--- src/rtl/instr_fetch.sv ---
// Instruction fetch unit: owns the PC, reads a combinational ROM and buffers {instr, pc} in 2 entries.
// One-cycle fetch latency; a redirect flushes the buffer and retargets the PC in the same cycle.
module instr_fetch #(
  parameter int          ADDR_W   = 5,
  parameter logic [31:0] RESET_PC = 32'h0000_0000
) (
  input  logic              clk,
  input  logic              rst_n,
  output logic [ADDR_W-1:0] rom_addr,
  input  logic [31:0]       rom_instr,
  input  logic              redirect_valid,
  input  logic [31:0]       redirect_pc,
  output logic              out_valid,
  output logic [31:0]       out_instr,
  output logic [31:0]       out_pc,
  input  logic              out_ready,
  output logic [31:0]       fetch_pc
);

  logic [31:0] pc;
  logic [1:0]  count;
  logic        rd_ptr;
  logic        wr_ptr;
  logic [31:0] instr_mem [2];
  logic [31:0] pc_mem    [2];

  logic pop;
  logic push;
  logic unused_bits;

  // Byte-offset bits of the redirect target are discarded.
  assign unused_bits = ^redirect_pc[1:0];

  assign out_valid = (count != 2'd0);
  assign pop       = out_valid & out_ready;
  assign push      = ~redirect_valid & ((count != 2'd2) | pop);

  assign rom_addr  = pc[ADDR_W+1:2];
  assign fetch_pc  = pc;
  assign out_instr = instr_mem[rd_ptr];
  assign out_pc    = pc_mem[rd_ptr];

  always_ff @(posedge clk or negedge rst_n) begin
    if (!rst_n) begin
      pc     <= RESET_PC;
      count  <= 2'd0;
      rd_ptr <= 1'b0;
      wr_ptr <= 1'b0;
    end else if (redirect_valid) begin
      pc     <= {redirect_pc[31:2], 2'b00};
      count  <= 2'd0;
      rd_ptr <= 1'b0;
      wr_ptr <= 1'b0;
    end else begin
      if (push) begin
        pc     <= pc + 32'd4;
        wr_ptr <= ~wr_ptr;
      end
      if (pop) begin
        rd_ptr <= ~rd_ptr;
      end
      case ({push, pop})
        2'b10:   count <= count + 2'd1;
        2'b01:   count <= count - 2'd1;
        default: count <= count;
      endcase
    end
  end

  // Buffer payload carries no reset; out_valid qualifies it.
  always_ff @(posedge clk) begin
    if (push) begin
      instr_mem[wr_ptr] <= rom_instr;
      pc_mem[wr_ptr]    <= pc;
    end
  end

endmodule
--- config.mk ---
export PLATFORM = sky130hd
export DESIGN_NAME = instr_fetch
export DESIGN_NICKNAME = d
export VERILOG_FILES = /design/src/rtl/instr_fetch.sv
export SDC_FILE = /design/constraint.sdc
export NUM_CORES = 1
export LEC_CHECK = 0
export ABC_AREA = 0
export BUFFER_PORTS_ARGS = -buffer_cell sky130_fd_sc_hd__buf_4
export CAP_MARGIN = 0
export CORE_MARGIN = 4
export CORE_UTILIZATION = 48
export CTS_BUF_LIST = sky130_fd_sc_hd__clkbuf_4 sky130_fd_sc_hd__clkbuf_8 sky130_fd_sc_hd__clkbuf_16
export DETAILED_ROUTE_END_ITERATION = 16
export MAX_ROUTING_LAYER = met4
export PLACE_DENSITY = 0.73
export RECOVER_POWER = 50
export SKIP_LAST_GASP = 1
export SLEW_MARGIN = 30
export SYNTH_ARGS = -nofsm -noshare
export SYNTH_HDL_FRONTEND = slang
export SYNTH_SLANG_ARGS = --single-unit
--- constraint.sdc ---
create_clock -name clk -period 5.4 [get_ports clk]
set_clock_uncertainty 0.2 [all_clocks]
set_input_delay 1.08 -clock clk [delete_from_list [all_inputs] [get_ports clk]]
set_output_delay 1.08 -clock clk [all_outputs]
set_load 0.01 [all_outputs]
==> qor.csv, run 1 <==
stage,metric,value,unit
sta,Least-Margin Pin Slew,1.95,ns
synth,most common cell in the netlist,edfxtp_1,
floorplan,FP Rows,42,
routing,wire length on met1,5920,µm
floorplan,Die Width,124,µm
floorplan,die height,124,µm
setup_path,Crit Path Max Fanout,52,
outcome,status,"complete, but fails checks",
global_routing,first-pass GRT wire length,21900,µm
synth,syn_area_per_cell,15.2,µm²
setup_path,CP Capture Point,pc_mem[0][12]$_DFFE_PP_,
routing,highest metal used,met4,
setup_path,critical path's slowest cell,nor3_1,
power_and_ir_drop,P_leak,3.11,nW
synth,cell taking the most area after synthesis,edfxtp_1,
routing,DR vias,4200,
global_routing,initial antenna violation count,0,
cts,"Clk pin slew, worst setup/hold paths",0.06,ns
global_routing,pin count of the biggest net entering global routing,53,
power_and_ir_drop,Power Total,3.19,mW
synth,#FFs+latches synth,158,
floorplan,initial core utilization,49.0,%
setup_path,CP arrival,3.49,ns
global_routing,GRT Total Usage,18.3,%
place,DP HPWL,9090,µm
setup_path,crit-path max cell delay,1.24,ns
routing,DRC Markers,0,
synth,Post-synth EDFFs,124,
routing,post-DR wirelength/cell,17.5,µm
synth,"Seq/Total Area, Yosys",70.5,%
floorplan,core box area,13200,µm²
cts,count of cells resized by post-cts repair,0,
setup_path,R2R setup slack,2.15,ns
sta,crit share post-route,67.4,%
setup_path,startpoint types,primary input,
power_and_ir_drop,PD cells,383,nW/µm²
final_layout,ANT cells,0,
routing,drt total wl,13600,µm
floorplan,Die Area,15400,µm²
setup_path,crit-path leading delay family,simple AND/OR/NAND/NOR gates,
synth,Syn Inst Count,426,
routing,met2 wire length,6600,µm
sta,Final WS setup,1.76,ns
setup_path,critical path buffer and inverter count,2,
place,GP Congestion,0.847,
cts,total CTS buffers,17,
synth,share of the synthesized area in the top cell type,57.4,%
sta,hold_ws,0.344,ns
routing,via/cell ratio,5.42,
setup_path,WP data required,5.25,ns
sta,Tmin final,3.64,ns
job,Max-cap violations,2,
place,Place WS,1.63,ns
cts,# hold bufs at CTS,0,
sta,top achievable clock speed,275,MHz
place,Placed Cells,743,
global_routing,GR Overflow Total,0,
cts,"Setup Fix Bufs, Post-CTS",0,
setup_path,worst r2r src,count[1]$_DFFE_PN0P_,
synth,top post-synthesis cells by area,"edfxtp_1 (57%), dfrtp_1 (13%), mux2_2 (11%), nand2_1 (1.7%), a31oi_1 (1.2%)",
min_path,class of the worst hold path,flip-flop to flip-flop,
final_layout,non-filler cells in the finished layout,775,
setup_path,critical path class,primary input to flip-flop,
cts,Root Driver,clkbuf_16,
sta,final hold vios,0,
synth,Post-Syn Area,6490,µm²
routing,TritonRoute pass-1 iters,4,
setup_path,Setup crit start,out_ready,
sta,Final setup viols,0,
sta,Max Slew Vio Count,47,
place,I/O Buffers,163,
synth,Synth async-reset ratio,21.5,%
power_and_ir_drop,peak supply drop,0.000211,V
sta,max_slew headroom,-30.1,%
setup_path,cells along the critical path,"clkbuf_1, nor3b_1, nor3_1, buf_4",
cts,H-tree Lvls,4,
setup_path,r2r endpoint,pc_mem[0][12]$_DFFE_PP_,
cts,later-pin clock latency in the skew report,0.42,ns
setup_path,critical path endpoint category,flip-flop,
synth,Synth Warn #,0,
cts,CTS tree,yes,
setup_path,CP Depth,4,
final_layout,Final nets,655,
outcome,failing checks,"capacitance limit, slew limit",
routing,Post-DRT Antenna Nets,0,
cts,# clock sinks,158,
sta,RSZ-0062 raised after global routing,false,
synth,Main synth FF type,edfxtp_1,
routing,wire length on met3,828,µm
final_layout,share of cells above drive strength 1,39.2,%
sta,Setup TNS Final,0,ns
setup_path,reg2reg path depth,3,
final_layout,area grow syn2layout,28.4,%
synth,Unique masters post-synth,41,
floorplan,# IOs,170,
global_routing,vias in the first global route,4115,
cts,Max Root-Sink Buffers,2,
synth,commonest cells in the synthesized netlist,"edfxtp_1 (124), mux2_2 (63), dfrtp_1 (34)",
routing,initial DRC count,296,
==> kinds of logic (layout without fill, tap and decap cells) <==
family	after synthesis	count (layout)	synth area share [%]
DFF	158	158	70.5
and+or+nand+nor	111	111	9.33
muxes	64	64	11.1
AOI/OAI and AO/OA	46	46	4.61
buffers and inverters	32	202	2.51
xor gates and xnor gates	13	13	1.75
adders and majority gates	1	1	0.193
other	1	4	0.0578
==> worst register-to-register path: stages (launching register included) <==
cell and delay [ns]:
dfrtp_1 0.41, nor3b_1 0.26, nor3_1 1.24, buf_4 0.74
==> worst min path at each step <==
stage | slack, ns | start | depth (start not counted) | endpoint
4_1_cts | 0.35 | fetch_pc[30]$_DFFE_PN0P_ | 0 | pc_mem[0][30]$_DFFE_PP_
2_1_floorplan | 0.33 | count[1]$_DFFE_PN0P_ | 2 | count[1]$_DFFE_PN0P_
3_3_place_gp | 0.32 | fetch_pc[31]$_DFFE_PN0P_ | 0 | pc_mem[1][31]$_DFFE_PP_
3_5_place_dp | 0.33 | fetch_pc[30]$_DFFE_PN0P_ | 0 | pc_mem[0][30]$_DFFE_PP_
6_report | 0.34 | fetch_pc[30]$_DFFE_PN0P_ | 0 | pc_mem[0][30]$_DFFE_PP_
5_1_grt | 0.36 | fetch_pc[31]$_DFFE_PN0P_ | 0 | pc_mem[0][31]$_DFFE_PP_
==> per-stage QoR <==
stage                     util [%]  cell area, µm²
after global placement        59.3            7850
after global routing          62.9            8330
after floorplan                  -            6510
final                         62.9            8330
after detailed placement      59.3            7850
after CTS                     64.0            8470
==> layout make-up <==
cell class | instances | area [µm²]
clock buffer | 17 | 425
sequential | 158 | 4580
tap | 176 | 220
clock inverter | 15 | 194
timing repair buffer | 166 | 1140
inverter | 4 | 15.0
multi-input combinational | 239 | 1760
fill | 1027 | 4910
==> state kept, by name, indices dropped and copies added, names as in the netlist <==
| signal | cells |
|---|---|
| rd_ptr | 1 |
| count | 2 |
| fetch_pc | 30 |
| instr_mem | 64 |
| wr_ptr | 1 |
| pc_mem | 60 |
==> power breakdown <==
part           switching [mW]  internal [mW]  leakage [nW]
logic                   0.206          0.227          1.25
clock network           0.470          0.772         0.296
registers              0.0853           1.43          1.56
total                   0.761           2.43          3.11
==> layout by cell type (no fill, tap or decap), types with 4 or more instances in the layout <==
| cell | n |
|---|---|
| or4_1 | 10 |
| mux2_2 | 63 |
| buf_4 | 112 |
| edfxtp_1 | 124 |
| nand2_1 | 29 |
| clkbuf_1 | 32 |
| and2_1 | 5 |
| nor2_1 | 18 |
| o21ai_0 | 14 |
| conb_1 | 4 |
| clkbuf_4 | 21 |
| dfrtp_1 | 33 |
| nor4_1 | 4 |
| nand4_1 | 10 |
| inv_1 | 4 |
| xnor2_1 | 7 |
| o31ai_1 | 9 |
| or3_1 | 6 |
| a31oi_1 | 12 |
| bufinv_16 | 4 |
| nand3_1 | 12 |
| clkbuf_16 | 17 |
| xor2_1 | 6 |
==> routing by layer <==
| metal | global-route usage, % | up-vias |
|---|---|---|
| met5 | - | - |
| met4 | 6.90 | 0 |
| met3 | 4.76 | 20 |
| met2 | 28.3 | 170 |
| met1 | 23.5 | 2061 |
| li1 | - | 1949 |
(Power assumes the default switching activity.)
==> inputs of run 2 (changes only) <==
--- a/config.mk
+++ b/config.mk
@@ -9,11 +9,11 @@
 export BUFFER_PORTS_ARGS = -buffer_cell sky130_fd_sc_hd__buf_4
 export CAP_MARGIN = 0
 export CORE_MARGIN = 4
-export CORE_UTILIZATION = 48
+export CORE_UTILIZATION = 53
 export CTS_BUF_LIST = sky130_fd_sc_hd__clkbuf_4 sky130_fd_sc_hd__clkbuf_8 sky130_fd_sc_hd__clkbuf_16
 export DETAILED_ROUTE_END_ITERATION = 16
 export MAX_ROUTING_LAYER = met4
-export PLACE_DENSITY = 0.73
+export PLACE_DENSITY = 0.76
 export RECOVER_POWER = 50
 export SKIP_LAST_GASP = 1
 export SLEW_MARGIN = 30
==> constraint.sdc (replaced) <==
create_clock -name clk -period 3.6 [get_ports clk]
set_clock_uncertainty 0.2 [all_clocks]
set_input_delay 0.72 -clock clk [delete_from_list [all_inputs] [get_ports clk]]
set_output_delay 0.72 -clock clk [all_outputs]
set_load 0.01 [all_outputs]
==> qor.csv, run 2 (synthesis results as in run 1) <==
stage,metric,value,unit,change
power_and_ir_drop,PD cells,575,nW/µm²,was 383 nW/µm²
power_and_ir_drop,Power Total,4.77,mW,was 3.19 mW
sta,Max Slew Vio Count,35,,was 47
power_and_ir_drop,NetSw,1.11,mW,was 0.761 mW
final_layout,max reg flops,64,,unchanged
sta,Final WS setup,0.817,ns,was 1.76 ns
floorplan,die height,119,µm,was 124 µm
floorplan,# IOs,170,,unchanged
power_and_ir_drop,P_leak,3.10,nW,was 3.11 nW
final_layout,non-filler cells in the finished layout,747,,was 775
final_layout,most frequent cells in the layout,"edfxtp_1 (124), buf_4 (107), mux2_2 (63)",,"was edfxtp_1 (124), buf_4 (112), mux2_2 (63)"
routing,post-DR wirelength/cell,18.2,µm,was 17.5 µm
setup_path,reg2reg path depth,3,,unchanged
final_layout,area grow syn2layout,27.8,%,was 28.4%
sta,top achievable clock speed,359,MHz,
cts,later-pin clock latency in the skew report,0.41,ns,was 0.42 ns
cts,# hold bufs at CTS,0,,unchanged
power_and_ir_drop,sequential cell fraction of total power,47.2,%,was 47.5%
global_routing,vias in the first global route,4416,,was 4115
setup_path,Crit Path Max Fanout,52,,unchanged
job,Max-cap violations,1,,was 2
power_and_ir_drop,clock power share,38.7,%,was 39.0%
sta,crit share post-route,77.3,%,
final_layout,post-layout util,69.1,%,was 62.9%
floorplan,FP Rows,40,,was 42
setup_path,startpoint types,flip-flop,,was primary input
global_routing,initial antenna violation count,0,,unchanged
setup_path,CP arrival,1.86,ns,was 3.49 ns
sta,max_slew headroom,-30.5,%,was -30.1%
routing,drt total wl,13600,µm,about the same
floorplan,initial core utilization,54.0,%,was 49.0%
sta,Least-Margin Pin Slew,1.96,ns,was 1.95 ns
final_layout,most flop-heavy register,instr_mem,,unchanged
routing,DR vias,4226,,was 4200
floorplan,Die Area,14100,µm²,was 15400 µm²
place,post-placement cell area,7820,µm²,was 7850 µm²
power_and_ir_drop,logic gate share of total power,14.1,%,was 13.6%
final_layout,share of cells above drive strength 1,38.5,%,was 39.2%
floorplan,Die Width,119,µm,was 124 µm
final_layout,post-route cell area,8290,µm²,was 8330 µm²
setup_path,critical path endpoint category,primary output,,was flip-flop
final_layout,filler cell count,862,,was 1027
min_path,class of the worst hold path,primary input to flip-flop,,was flip-flop to flip-flop
cts,H-tree Lvls,4,,unchanged
outcome,status,"complete, but fails checks",,unchanged
sta,RSZ-0062 raised after global routing,false,,unchanged
cts,CTS tree,yes,,unchanged
power_and_ir_drop,Int Power,3.65,mW,was 2.43 mW
cts,"Setup Fix Bufs, Post-CTS",0,,unchanged
routing,via/cell ratio,5.66,,was 5.42
final_layout,"most common cell after layout, fill and taps aside",edfxtp_1,,unchanged
setup_path,r2r endpoint,instr_mem[0][25]$_DFFE_PP_,,was pc_mem[0][12]$_DFFE_PP_
power_and_ir_drop,switching share of power,23.3,%,was 23.9%
global_routing,pin count of the biggest net entering global routing,63,,was 53
routing,DRC Markers,0,,unchanged
place,Placed Cells,715,,was 743
sta,Final setup viols,0,,unchanged
global_routing,first-pass GRT wire length,22200,µm,was 21900 µm
routing,initial DRC count,294,,was 296
routing,Post-DRT Antenna Nets,0,,unchanged
sta,hold_ws,0.312,ns,was 0.344 ns
floorplan,core box area,12000,µm²,was 13200 µm²
place,I/O Buffers,163,,unchanged
place,Place WS,0.748,ns,was 1.63 ns
global_routing,GRT Total Usage,20.6,%,was 18.3%
setup_path,critical path class,flip-flop to primary output,,was primary input to flip-flop
sta,final hold vios,0,,unchanged
sta,Tmin final,2.78,ns,
cts,Root Driver,clkbuf_16,,unchanged
setup_path,CP Capture Point,out_pc[14],,was pc_mem[0][12]$_DFFE_PP_
cts,count of cells resized by post-cts repair,0,,unchanged
setup_path,Setup crit start,rd_ptr$_DFFE_PN0P_,,was out_ready
routing,TritonRoute pass-1 iters,4,,unchanged
setup_path,worst r2r src,count[0]$_DFFE_PN0P_,,was count[1]$_DFFE_PN0P_
cts,# clock sinks,158,,unchanged
sta,Setup TNS Final,0,ns,unchanged
setup_path,R2R setup slack,0.87,ns,was 2.15 ns
place,DP HPWL,8950,µm,was 9090 µm
place,GP Congestion,0.851,,was 0.847
setup_path,WP data required,2.68,ns,was 5.25 ns
final_layout,Final nets,656,,was 655
cts,"Clk pin slew, worst setup/hold paths",0.06,ns,about the same
cts,Max Root-Sink Buffers,2,,unchanged
final_layout,ANT cells,0,,unchanged
cts,total CTS buffers,17,,unchanged
outcome,failing checks,"capacitance limit, slew limit",,unchanged
global_routing,GR Overflow Total,0,,unchanged
power_and_ir_drop,peak supply drop,0.000295,V,was 0.000211 V
==> run 2: critical path, cell delays in order (launching register included) <==
cell and delay [ns]:
dfrtp_2 0.55, buf_12 0.32, mux2_2 0.38, buf_4 0.15
==> run 2: worst min path at each step <==
stage	startpoint	endpoint	slack, ns	cells past startpoint
2_1_floorplan	rst_n	count[0]$_DFFE_PN0P_	0.22	0
3_3_place_gp	fetch_pc[31]$_DFFE_PN0P_	pc_mem[0][31]$_DFFE_PP_	0.32	0
3_5_place_dp	fetch_pc[31]$_DFFE_PN0P_	pc_mem[1][31]$_DFFE_PP_	0.33	0
4_1_cts	rst_n	fetch_pc[11]$_DFFE_PN0P_	0.06	1
5_1_grt	rom_instr[23]	instr_mem[0][23]$_DFFE_PP_	0.29	1
6_report	rom_instr[0]	instr_mem[1][0]$_DFFE_PP_	0.31	1
==> run 2: cell type report <==
class                           instances  area [µm²]  share of cell area [%]
Clock buffer                           20         448                    5.40
Clock inverter                         12         169                    2.04
Inverter                                4        15.0                   0.181
Multi-Input combinational cell        239        1780                    21.5
Sequential cell                       158        4580                    55.2
Tap cell                              147         184                    2.22
Timing Repair Buffer                  167        1120                    13.5
==> run 2: layer usage <==
layer / GRT usage (%) / vias up / part of all wire (%)
met4: 9.63 / 0 / 1.9
met5: - / - / 0
li1: - / 1956 / -
met1: 24.9 / 2098 / 42
met2: 32.9 / 151 / 50
met3: 4.83 / 21 / 5.5
==> run 2: power by group through the flow <==
stage	Sequential, mW	Combinational, mW	Clock, mW
floorplan	2.27	0.360	0
global placement	2.28	0.697	0
detailed placement	2.29	0.710	0
CTS	2.25	0.713	1.88
global route	2.27	0.730	1.95
finish	2.25	0.671	1.85
